## src/rtl/i2s_tx_serializer.sv

```systemverilog
// Philips I2S transmitter: derives SCLK/LRCK from clock_in and shifts stereo pairs out MSB first,
// with a one-deep holding buffer fed by a valid/ready handshake.
module i2s_tx_serializer #(
  parameter int SCLK_DIV     = 2,
  parameter int SAMPLE_WIDTH = 16,
  parameter int SLOT_WIDTH   = 32
) (
  input  logic                    clock_in,
  input  logic                    Reset,
  input  logic [SAMPLE_WIDTH-1:0] sample_left,
  input  logic [SAMPLE_WIDTH-1:0] sample_right,
  input  logic                    sample_valid,
  output logic                    sample_ready,
  output logic                    SCLK,
  output logic                    LRCK,
  output logic                    SDATA,
  output logic                    frame_start,
  output logic                    underrun
);

  localparam int CW = (SCLK_DIV > 1) ? $clog2(SCLK_DIV) : 1;
  localparam int BW = $clog2(2 * SLOT_WIDTH);
  localparam logic [CW-1:0] CNT_MAX  = CW'(SCLK_DIV - 1);
  localparam logic [BW-1:0] BIT_LAST = BW'(2 * SLOT_WIDTH - 1);

  // Slot bit idx of a sample: MSB first, zero pad past the sample width.
  function automatic logic slot_bit(input logic [SAMPLE_WIDTH-1:0] sample, input int idx);
    logic [SAMPLE_WIDTH-1:0] shifted;
    shifted = sample << idx;
    if (idx < SAMPLE_WIDTH) begin
      slot_bit = shifted[SAMPLE_WIDTH-1];
    end else begin
      slot_bit = 1'b0;
    end
  endfunction

  logic [CW-1:0]           count_q, count_d;
  logic                    sclk_q, sclk_d;
  logic                    lrck_q, lrck_d;
  logic                    sdata_q, sdata_d;
  logic [BW-1:0]           bit_cnt_q, bit_cnt_d;
  logic                    frame_start_q, frame_start_d;
  logic                    underrun_q, underrun_d;
  logic                    buf_full_q, buf_full_d;
  logic [SAMPLE_WIDTH-1:0] buf_left_q, buf_left_d;
  logic [SAMPLE_WIDTH-1:0] buf_right_q, buf_right_d;
  logic [SAMPLE_WIDTH-1:0] frm_left_q, frm_left_d;
  logic [SAMPLE_WIDTH-1:0] frm_right_q, frm_right_d;
  logic                    wrap_s;
  logic                    fall_s;
  logic [BW-1:0]           b_s;

  assign sample_ready = !buf_full_q && !Reset;
  assign SCLK         = sclk_q;
  assign LRCK         = lrck_q;
  assign SDATA        = sdata_q;
  assign frame_start  = frame_start_q;
  assign underrun     = underrun_q;

  // Next-state logic: clock divider, handshake capture, and per-fall serial advance.
  always_comb begin
    count_d       = count_q;
    sclk_d        = sclk_q;
    lrck_d        = lrck_q;
    sdata_d       = sdata_q;
    bit_cnt_d     = bit_cnt_q;
    frame_start_d = 1'b0;
    underrun_d    = 1'b0;
    buf_full_d    = buf_full_q;
    buf_left_d    = buf_left_q;
    buf_right_d   = buf_right_q;
    frm_left_d    = frm_left_q;
    frm_right_d   = frm_right_q;
    b_s           = '0;
    wrap_s        = (count_q == CNT_MAX);
    fall_s        = wrap_s && sclk_q;

    if (wrap_s) begin
      count_d = '0;
      sclk_d  = ~sclk_q;
    end else begin
      count_d = count_q + CW'(1);
    end

    if (sample_valid && sample_ready) begin
      buf_full_d  = 1'b1;
      buf_left_d  = sample_left;
      buf_right_d = sample_right;
    end else begin
      buf_full_d  = buf_full_q;
    end

    if (fall_s) begin
      b_s       = (bit_cnt_q == BIT_LAST) ? '0 : bit_cnt_q + BW'(1);
      bit_cnt_d = b_s;
      lrck_d    = (int'(b_s) >= SLOT_WIDTH);
      if (b_s == '0) begin
        // Tail bit comes from the outgoing frame before it is replaced.
        sdata_d       = slot_bit(frm_right_q, SLOT_WIDTH - 1);
        frame_start_d = 1'b1;
        if (buf_full_q) begin
          frm_left_d  = buf_left_q;
          frm_right_d = buf_right_q;
          buf_full_d  = 1'b0;
        end else if (sample_valid) begin
          frm_left_d  = sample_left;
          frm_right_d = sample_right;
          buf_full_d  = 1'b0;
        end else begin
          frm_left_d  = '0;
          frm_right_d = '0;
          underrun_d  = 1'b1;
        end
      end else if (int'(b_s) <= SLOT_WIDTH) begin
        sdata_d = slot_bit(frm_left_q, int'(b_s) - 1);
      end else begin
        sdata_d = slot_bit(frm_right_q, int'(b_s) - 1 - SLOT_WIDTH);
      end
    end else begin
      b_s = '0;
    end
  end

  // State registers with synchronous active-high reset.
  always_ff @(posedge clock_in) begin
    if (Reset) begin
      count_q       <= '0;
      sclk_q        <= 1'b0;
      lrck_q        <= 1'b0;
      sdata_q       <= 1'b0;
      bit_cnt_q     <= BIT_LAST;
      frame_start_q <= 1'b0;
      underrun_q    <= 1'b0;
      buf_full_q    <= 1'b0;
      buf_left_q    <= '0;
      buf_right_q   <= '0;
      frm_left_q    <= '0;
      frm_right_q   <= '0;
    end else begin
      count_q       <= count_d;
      sclk_q        <= sclk_d;
      lrck_q        <= lrck_d;
      sdata_q       <= sdata_d;
      bit_cnt_q     <= bit_cnt_d;
      frame_start_q <= frame_start_d;
      underrun_q    <= underrun_d;
      buf_full_q    <= buf_full_d;
      buf_left_q    <= buf_left_d;
      buf_right_q   <= buf_right_d;
      frm_left_q    <= frm_left_d;
      frm_right_q   <= frm_right_d;
    end
  end

endmodule

```

## config.mk

```make
export PLATFORM = sky130hd
export DESIGN_NAME = i2s_tx_serializer
export DESIGN_NICKNAME = d
export VERILOG_FILES = /design/src/rtl/i2s_tx_serializer.sv
export SDC_FILE = /design/constraint.sdc
export NUM_CORES = 1
export LEC_CHECK = 0
export ABC_AREA = 1
export BUFFER_PORTS_ARGS = -buffer_cell sky130_fd_sc_hd__buf_4
export CORE_AREA = 2 2 79 81
export DETAILED_ROUTE_END_ITERATION = 12
export DIE_AREA = 0 0 81 83
export PLACE_DENSITY = 0.89
export SLEW_MARGIN = 15
export SYNTH_ARGS = -nofsm -noshare
export SYNTH_HDL_FRONTEND = slang
export SYNTH_SLANG_ARGS = --single-unit
```

## constraint.sdc

```tcl
create_clock -name clock_in -period 4.75 [get_ports clock_in]
set_input_delay 0.2375 -clock clock_in [delete_from_list [all_inputs] [get_ports clock_in]]
set_output_delay 0.2375 -clock clock_in [all_outputs]
set_load 0.02 [all_outputs]
```

# --- Word level (Yosys, flattened, before mapping) ---
# Cells that the tools add are included.
totals:
  inputBits: 35
  output_inout_bits: 6
  reg_bits: 77
op_classes:
  shift: 2
  n_eq_ne: 1
  muxes: 16
  reduce_logical: 10
  n_bitwise: 3
  addsub: 4
  n_lt_le_gt_ge: 4
op_table:
  columns: ["operator", "n"]
  rows:
  - ["$mux 16", 4]
  - ["$shl 16x32->16", 2]
  - ["$mux 1", 11]
  - ["$lt 8x6->1 const B", 1]
  - ["$sub 7x7->8 const B", 1]
  - ["$lt 7x6->1 const B", 1]
  - ["$sub 6x1->7 const B", 1]
  - ["$add 6x1->6 const B", 1]
  - ["$eq 6x6->1 const B", 1]
  - ["$ge 6x6->1 const B", 1]
  - ["$le 6x6->1 const B", 1]
  - ["$logic_not 6->1", 1]
  - ["$mux 6", 1]
  - ["$reduce_or 2->1", 2]
  - ["$reduce_or 4->1", 1]
  - ["$logic_and 1x1->1", 3]
  - ["$not 1->1", 3]
  - ["$logic_not 1->1", 2]
  - ["$reduce_and 2->1", 1]
  - ["$add 1x1->1 const B", 1]

# --- Logic depth before layout (Yosys ltp) ---
# Gate-level depths: netlist (run 1).
logic_depth:
  depth_word: 8
  depth_mapped: 16
  depth_no_buf: 16

# --- Worst setup path after synthesis (run 1) ---
# Ideal clock, no wire load.
synth_timing:
  kind: "reg-to-reg"
  startpoint: "register bit_cnt_q[0]"
  endpoint: "register frm_left_q[10]"
  setup_ns: 0.125
  path_stages_with_launch: 13
  t_arrival_ns: 1.703
  required_time_ns: 4.624
  setup_slack_ns: 2.922
  synth_period_minus_slack_ns: 1.828
  cell_sequence: "dfxtp_1 > ha_1 > nand2_1 > nor2_2 > nand2_1 > nand2_1 > nand2_1 > o21ai_2 > nand4_2 > nor2_2 > buf_4 > buf_2 > a31oi_1"
synth_between:
  elab_chain_len: 4
synth_lines:
  columns: ["item", "line", "rtl"]
  rows:
  - ["from (decl)", "41", "logic [BW-1:0] bit_cnt_q, bit_cnt_d;"]
  - ["from (signal assigned)", "144", "bit_cnt_q <= bit_cnt_d;"]
  - ["$add 6x1->6 / $eq 6x6->1 (equally long branches)", "94", "b_s = (bit_cnt_q == BIT_LAST) ? '0 : bit_cnt_q + BW'(1);"]
  - ["$mux 6 (*)", "94", null]
  - ["$logic_not 6->1 (*)", "97", "if (b_s == '0) begin"]
  - ["$reduce_and 2->1 (no source line) (*)", null, null]
  - ["to (signal assigned)", "150", "frm_left_q <= frm_left_d;"]
  - ["to (decl)", "47", "logic [SAMPLE_WIDTH-1:0] frm_left_q, frm_left_d;"]
# Every way passes the cells marked *; elsewhere a longest branch is shown, timed or not.
# A chain may end at the register's enable or synchronous reset.

# --- Final worst setup path (run 1) ---
layout_timing:
  startpoint: "register bit_cnt_q[2]"
  endpoint: "register frm_right_q[0]"
layout_between:
  elab_chain_len: 4
layout_lines:
  columns: ["item", "line", "rtl"]
  rows:
  - ["$add 6x1->6 / $eq 6x6->1 (equally long branches)", "94", null]
  - ["$mux 6 (*)", "94", null]
  - ["$logic_not 6->1 (*)", "97", null]
  - ["$reduce_and 2->1 (no source line) (*)", null, null]
  - ["to (signal assigned)", "151", "frm_right_q <= frm_right_d;"]
  - ["to (decl)", "48", "logic [SAMPLE_WIDTH-1:0] frm_right_q, frm_right_d;"]
# Marks and branches as above.

==> impl_metrics.json, run 1 <==
{
  "synthXorXnorAreaFrac_pct": 0.5085,
  "areaGrowthSynthToFinish_pct": 14.82,
  "synth_adder_area_share_pct": 0.7265,
  "critPathCaptureType": "flop",
  "yosys_warnings": 0,
  "r2r-start": "bit_cnt_q[2]$_SDFFE_PP1P_",
  "numCtsBuffers": 9,
  "synth_most_common_cell": "nand2_1",
  "fp.dieW_um": 81,
  "relSlewSlack_pct": 34.76,
  "nets": 537,
  "fillers": 492,
  "synth_edf_count": 0,
  "htree_levels": 3,
  "cp_top_family": "simple AND/OR/NAND/NOR gates",
  "routed_wl_um": 8183,
  "rsz0062_at_grt": "no",
  "syn-cell-area_um2": 3445,
  "drive_above_1_share_pct": 13.47,
  "fin_crit_sh_pct": 58.13,
  "avgSynthCellArea_um2": 7.176,
  "multi_input_area_um2": 1669,
  "cts_resized": 0,
  "ant_nets": 0,
  "drcViolationCount": 0,
  "critical_path_arrival_ns": 3.03,
  "cp_num_buf_inv": 1,
  "synth_cells": 480,
  "final_max_slew_viol_count": 0,
  "synth_top_family_by_area": "simple AND/OR/NAND/NOR gates",
  "place_congestion": 1.032,
  "setup_viol": 0,
  "crit_cells": 9,
  "diodes": 0,
  "synthTopCellsByCount": "nand2_1, dfxtp_1, nand3_1",
  "num_vias": 3341,
  "finClkSkew_ns": 0.008453,
  "ys_types": 31,
  "max-cap-violations": 0,
  "setup_tns_ns": 0,
  "insertion_delay_ns": 0.35,
  "vdd_drop_max_uv": 264.4,
  "r2r_end": "frm_right_q[0]$_SDFFE_PP0P_",
  "synth_compound_area_share_pct": 18.45,
  "synth_top_area_cell": "dfxtp_1",
  "synthMuxAreaShare_pct": 0,
  "reg2reg_depth": 9,
  "overflow": 0,
  "finalPower_mw": 1.494,
  "drt-pass1-iter-count": 5,
  "seq_area_um2": 1541,
  "post_cts_buffers": 0,
  "r2r_slack_ns": 1.99,
  "period_needed_ns": 2.761,
  "cpPeakStageDelay_ns": 0.65,
  "leakagePower_nw": 1.644,
  "antenna_found_initial": 0,
  "postSynth.asyncResetShare_pct": 0,
  "die_area_um2": 6723,
  "grt_first_pass_wirelength_um": 13830,
  "cp_max_fo": 34,
  "globalRouteTotalUtil_pct": 25.68,
  "cts_sinks": 77,
  "synth_top_area_share_pct": 44.75,
  "cts-root-buf": "clkbuf_8",
  "first_iter_violations": 308,
  "start_util_pct": 59.23,
  "hp-start": "sample_right[10]",
  "worstPathRequired_ns": 5.02,
  "hpwl_um": 5229,
  "powerDensity_nw_per_um2": 377.6,
  "crit_type": "reg -> reg",
  "crit_chain": "nand2_1 -> nor2_2 -> nand2_2 -> a31oi_2 -> nand4_2 -> nor2_4 -> buf_16 -> o21ai_0 -> a31oi_1",
  "cts_hold_buffers": 0,
  "syn_nets": 517,
  "synth-simple-area-share_pct": 28.62,
  "ys_ff_latch": 77,
  "cp_slowest_cell": "dfxtp_1",
  "startpoint": "bit_cnt_q[2]$_SDFFE_PP1P_",
  "clk_path_buf_depth": 2,
  "routedWlPerCell_um": 14.11,
  "grt_pass1_vias": 3092,
  "vias_per_cell": 5.760,
  "synth_flop_cell": "dfxtp_1",
  "hold_class": "in -> reg",
  "fmax_mhz": 362.1,
  "chipHeight_um": 83,
  "yosysSeqAreaShare_pct": 44.75,
  "ios": 41,
  "grt_max_degree": 66,
  "worst_slew_pin_slew_ns": 0.9775,
  "hold_viol_final": 0,
  "synth.area.top_cells": "dfxtp_1, nand2_1, nand3_1",
  "cts_tree": "done",
  "cp-endpoint": "frm_right_q[0]$_SDFFE_PP0P_",
  "coreArea_um2": 5816,
  "cts.reportedPaths.clkPinSlew_ns": 0.08,
  "rows": 28,
  "status": "complete, no violations",
  "port_buffers": 40,
  "worstSetupStartpointType": "flop"
}
==> flip-flops by register name (all words and copies together) (netlist names), 6 cells and up <==
name	flops
buf_left_q	16
frm_left_q	16
buf_right_q	16
frm_right_q	16
bit_cnt_q	6
==> metrics by stage <==
step | instance area (um^2) | setup slack (ns) | utilization (%) | instances | hold WS (ns)
after global routing | 3955 | 1.681 | 68.01 | 580 | 0.1550
after global placement | 3702 | 2.087 | 63.66 | 563 | 0.4241
after CTS | 3928 | 1.796 | 67.53 | 579 | 0.1440
after detailed placement | 3702 | 1.858 | 63.66 | 563 | 0.4343
after floorplan | 3445 | 2.922 | - | 480 | 0.3821
final | 3955 | 1.989 | 68.01 | 580 | 0.1477
==> power by group <==
group	internal, mW	leakage (nW)	switching, mW
Clock	0.323	0.116	0.230
Sequential	0.678	0.627	0.0222
Combinational	0.0860	0.901	0.155
==> metal layers <==
metal / part of all wire (%) / vias up / global-route usage [%]
met1: 43 / 1538 / 32.52
li1: - / 1673 / -
met5: 0 / - / 0
met2: 49 / 110 / 41.40
met4: 1.8 / 0 / 10.32
met3: 5.9 / 20 / 6.413
==> cell families after synthesis <==
group	after synthesis
compound gates	113
xor+xnor	2
fa+ha+maj	2
buf+inv	56
flops	77
simple gates	230
==> tightest hold or removal path, stage by stage <==
cell and delay (ns):
buf_4 0.11, nand2_1 0.05, a21oi_1 0.05
==> cells in the final DEF (no fill, tap or decap), types with 4 or more instances in the layout <==
cell and instances:
nand2_1 138, o21ai_0 18, buf_4 42, dfxtp_1 77
nor2_1 23, a31oi_1 32, a21oi_1 35, a22oi_1 4
clkbuf_8 11, o21ai_1 20, nand3_1 51, nand4_1 8
inv_1 20
==> how the worst min path moves through the flow <==
stage	end	cells past startpoint
after floorplan	buf_left_q[0]$_SDFFE_PP0P_	2
after global placement	count_q$_SDFF_PP0_	1
after detailed placement	count_q$_SDFF_PP0_	1
after CTS	buf_right_q[11]$_SDFFE_PP0P_	3
after global routing	buf_right_q[1]$_SDFFE_PP0P_	3
final	buf_right_q[10]$_SDFFE_PP0P_	3
==> layout make-up <==
cell class / count / area share, %
Clock buffer: 12 / 3.923
Clock inverter: 4 / 1.772
Inverter: 22 / 2.088
Multi-Input combinational cell: 347 / 42.20
Sequential cell: 77 / 38.98
Tap cell: 75 / 2.373
Timing Repair Buffer: 43 / 8.668
Note: power is estimated with default switching activity, not from simulation.
==> run 2, diff against run 1 <==
--- a/config.mk
+++ b/config.mk
@@ -5,12 +5,12 @@
 export SDC_FILE = /design/constraint.sdc
 export NUM_CORES = 1
 export LEC_CHECK = 0
-export ABC_AREA = 1
+export ABC_AREA = 0
 export BUFFER_PORTS_ARGS = -buffer_cell sky130_fd_sc_hd__buf_4
-export CORE_AREA = 2 2 79 81
+export CORE_AREA = 2 2 87 89
 export DETAILED_ROUTE_END_ITERATION = 12
-export DIE_AREA = 0 0 81 83
-export PLACE_DENSITY = 0.89
+export DIE_AREA = 0 0 89 91
+export PLACE_DENSITY = 0.84
 export SLEW_MARGIN = 15
 export SYNTH_ARGS = -nofsm -noshare
 export SYNTH_HDL_FRONTEND = slang
==> constraint.sdc (replaced) <==
create_clock -name clock_in -period 2.25 [get_ports clock_in]
set_input_delay 0.1125 -clock clock_in [delete_from_list [all_inputs] [get_ports clock_in]]
set_output_delay 0.1125 -clock clock_in [all_outputs]
set_load 0.02 [all_outputs]
==> impl_metrics.json, run 2 <==
{
  "cts_hold_buffers": 0,
  "die_area_um2": 8099,
  "fin_crit_sh_pct": 103.5,
  "numCtsBuffers": 9,
  "max-cap-violations": 0,
  "chipHeight_um": 91,
  "globalRouteTotalUtil_pct": 23.93,
  "worstSetupStartpointType": "flop",
  "fillers": 548,
  "coreArea_um2": 7137,
  "syn_nets": 461,
  "ys_ff_latch": 77,
  "synth_cells": 424,
  "diodes": 0,
  "drt-pass1-iter-count": 5,
  "grt_max_degree": 46,
  "yosys_warnings": 0,
  "routedWlPerCell_um": 16.74,
  "grt_pass1_vias": 3284,
  "fp.dieW_um": 89,
  "antenna_found_initial": 0,
  "dpl_cell_area_um2": 4156,
  "areaGrowthSynthToFinish_pct": 24.90,
  "finClkSkew_ns": 0.01405,
  "crit_type": "reg -> reg",
  "cts.reportedPaths.clkPinSlew_ns": 0.09,
  "drcViolationCount": 0,
  "hold_slack_ns": 0.02793,
  "synth_top_area_cell": "dfxtp_1",
  "vdd_drop_max_uv": 522.4,
  "postSynth.asyncResetShare_pct": 0,
  "place_congestion": 0.9948,
  "layout_common_cells": "nand2_1, dfxtp_1, buf_4",
  "leakagePower_nw": 1.699,
  "avgSynthCellArea_um2": 8.747,
  "synthTopCellsByCount": "nand2_1, dfxtp_1, a21oi_1, nor2_1, clkbuf_1",
  "period_needed_ns": 2.330,
  "yosysSeqAreaShare_pct": 41.57,
  "num_vias": 3453,
  "cp_max_fo": 8,
  "synth_flop_cell": "dfxtp_1",
  "ys_types": 53,
  "rsz0062_at_grt": "yes",
  "htree_levels": 3,
  "nets": 514,
  "synth_top_area_share_pct": 41.57,
  "vias_per_cell": 5.943,
  "cpPeakStageDelay_ns": 0.52,
  "fin_ws_ns": -0.07964,
  "relSlewSlack_pct": 62.54,
  "first_iter_violations": 424,
  "fin_area_um2": 4632,
  "synth_edf_count": 0,
  "critical_path_arrival_ns": 2.56,
  "grt_first_pass_wirelength_um": 15280,
  "synth_most_common_cell": "nand2_1",
  "insertion_delay_ns": 0.36,
  "hpwl_um": 5918,
  "final_max_slew_viol_count": 0,
  "drive_above_1_share_pct": 30.91,
  "stdcell_count": 581,
  "final_common_cell": "nand2_1",
  "synth.area.top_cells": "dfxtp_1, nand2_1, a311oi_2",
  "fmax_mhz": 429.3,
  "ios": 41,
  "dp.cells": 555,
  "hold_class": "in -> reg",
  "cp_slowest_cell": "mux4_2",
  "routed_wl_um": 9724,
  "cp_top_family": "multiplexers",
  "critPathCaptureType": "flop",
  "crit_chain": "ha_4 -> mux4_2 -> mux2_4 -> a31oi_4 -> o31ai_2 -> a31oi_1 -> nor3_1",
  "port_buffers": 40,
  "rows": 31,
  "clk_path_buf_depth": 2,
  "worst_slew_pin_slew_ns": 0.5612,
  "cts_tree": "done",
  "hold_viol_final": 0,
  "pre_cts_ws_ns": -0.2358,
  "violations": "negative setup slack",
  "cp_num_buf_inv": 0,
  "worstPathRequired_ns": 2.48,
  "setup_viol": 1,
  "start_util_pct": 51.96,
  "cts-root-buf": "clkbuf_8",
  "cts_sinks": 77,
  "ant_nets": 0,
  "overflow": 0,
  "syn-cell-area_um2": 3709,
  "powerDensity_nw_per_um2": 738.8,
  "status": "complete, but fails checks"
}
[run 2: power breakdown]
| group | switching, mW | internal (mW) | total (mW) |
|---|---|---|---|
| clock network | 0.524 | 0.625 | 1.15 |
| logic | 0.412 | 0.358 | 0.770 |
| registers | 0.0634 | 1.44 | 1.50 |
| total | 1.00 | 2.42 | 3.42 |
[run 2: worst paths after layout]
kind	from	to	slack [ns]	cells after the start
max	bit_cnt_q[0]$_SDFFE_PP1P_	SDATA$_SDFFE_PP0P_	-0.08	7
min	sample_left[5]	buf_left_q[5]$_SDFFE_PP0P_	0.03	3
max reg2reg	bit_cnt_q[0]$_SDFFE_PP1P_	SDATA$_SDFFE_PP0P_	-0.08	7
min reg2reg	buf_left_q[8]$_SDFFE_PP0P_	buf_left_q[8]$_SDFFE_PP0P_	0.46	2
[run 2: cell families (layout without fill, tap and decap cells)]
family | Yosys count | count (layout) | synth area share, %
XOR/XNOR | 7 | 7 | 1.653
adder cells (fa/ha/maj) | 2 | 2 | 0.6747
flip-flops | 77 | 77 | 41.57
buffers and inverters | 39 | 97 | 6.174
multiplexers | 13 | 13 | 5.736
AO/OA/AOI/OAI | 102 | 102 | 22.60
AND/OR/NAND/NOR | 184 | 184 | 21.59
[run 2: routing by layer]
metal	vias up	global-route usage (%)	share of wire, %
met5	-	0	0
met4	0	8.955	3.5
met3	42	6.273	6.8
met2	163	39.12	49
met1	1646	29.98	41
li1	1602	-	-
[run 2: worst register-to-register path, stage by stage (launching register included)]
cell and delay [ns]:
dfxtp_4 0.37, ha_4 0.36, mux4_2 0.52, mux2_4 0.33
a31oi_4 0.19, o31ai_2 0.08, a31oi_1 0.25, nor3_1 0.09
[run 2: final cells by class]
type                    count  area [um^2]  area share [%]
well taps                  99        123.9           2.674
multi-input cells         308         2091           45.14
clock buffers              10        127.6           2.755
inverters                   2        7.507          0.1621
clock inverters             6        87.58           1.891
repair buffers             79        648.1           13.99
flip-flops and latches     77         1546           33.39
[run 2: stage by stage]
stage	setup TNS [ns]	total power, mW	utilization [%]
2_1_floorplan	0	1.972	-
3_3_place_gp	-0.3612	2.129	58.24
3_5_place_dp	-3.866	2.155	58.24
4_1_cts	0	3.321	62.87
5_1_grt	-0.3767	3.542	64.90
6_report	-0.07964	3.422	64.90
[run 2: what timing repair did]
item / in CTS / in global routing
cloned: 2 / 0
endpoints found under the hold margin: 0 / 0
pin swaps: 3 / 9
resized for setup: 17 / 18
setup endpoints to repair: 35 / 35
buffers inserted: 1 / 7
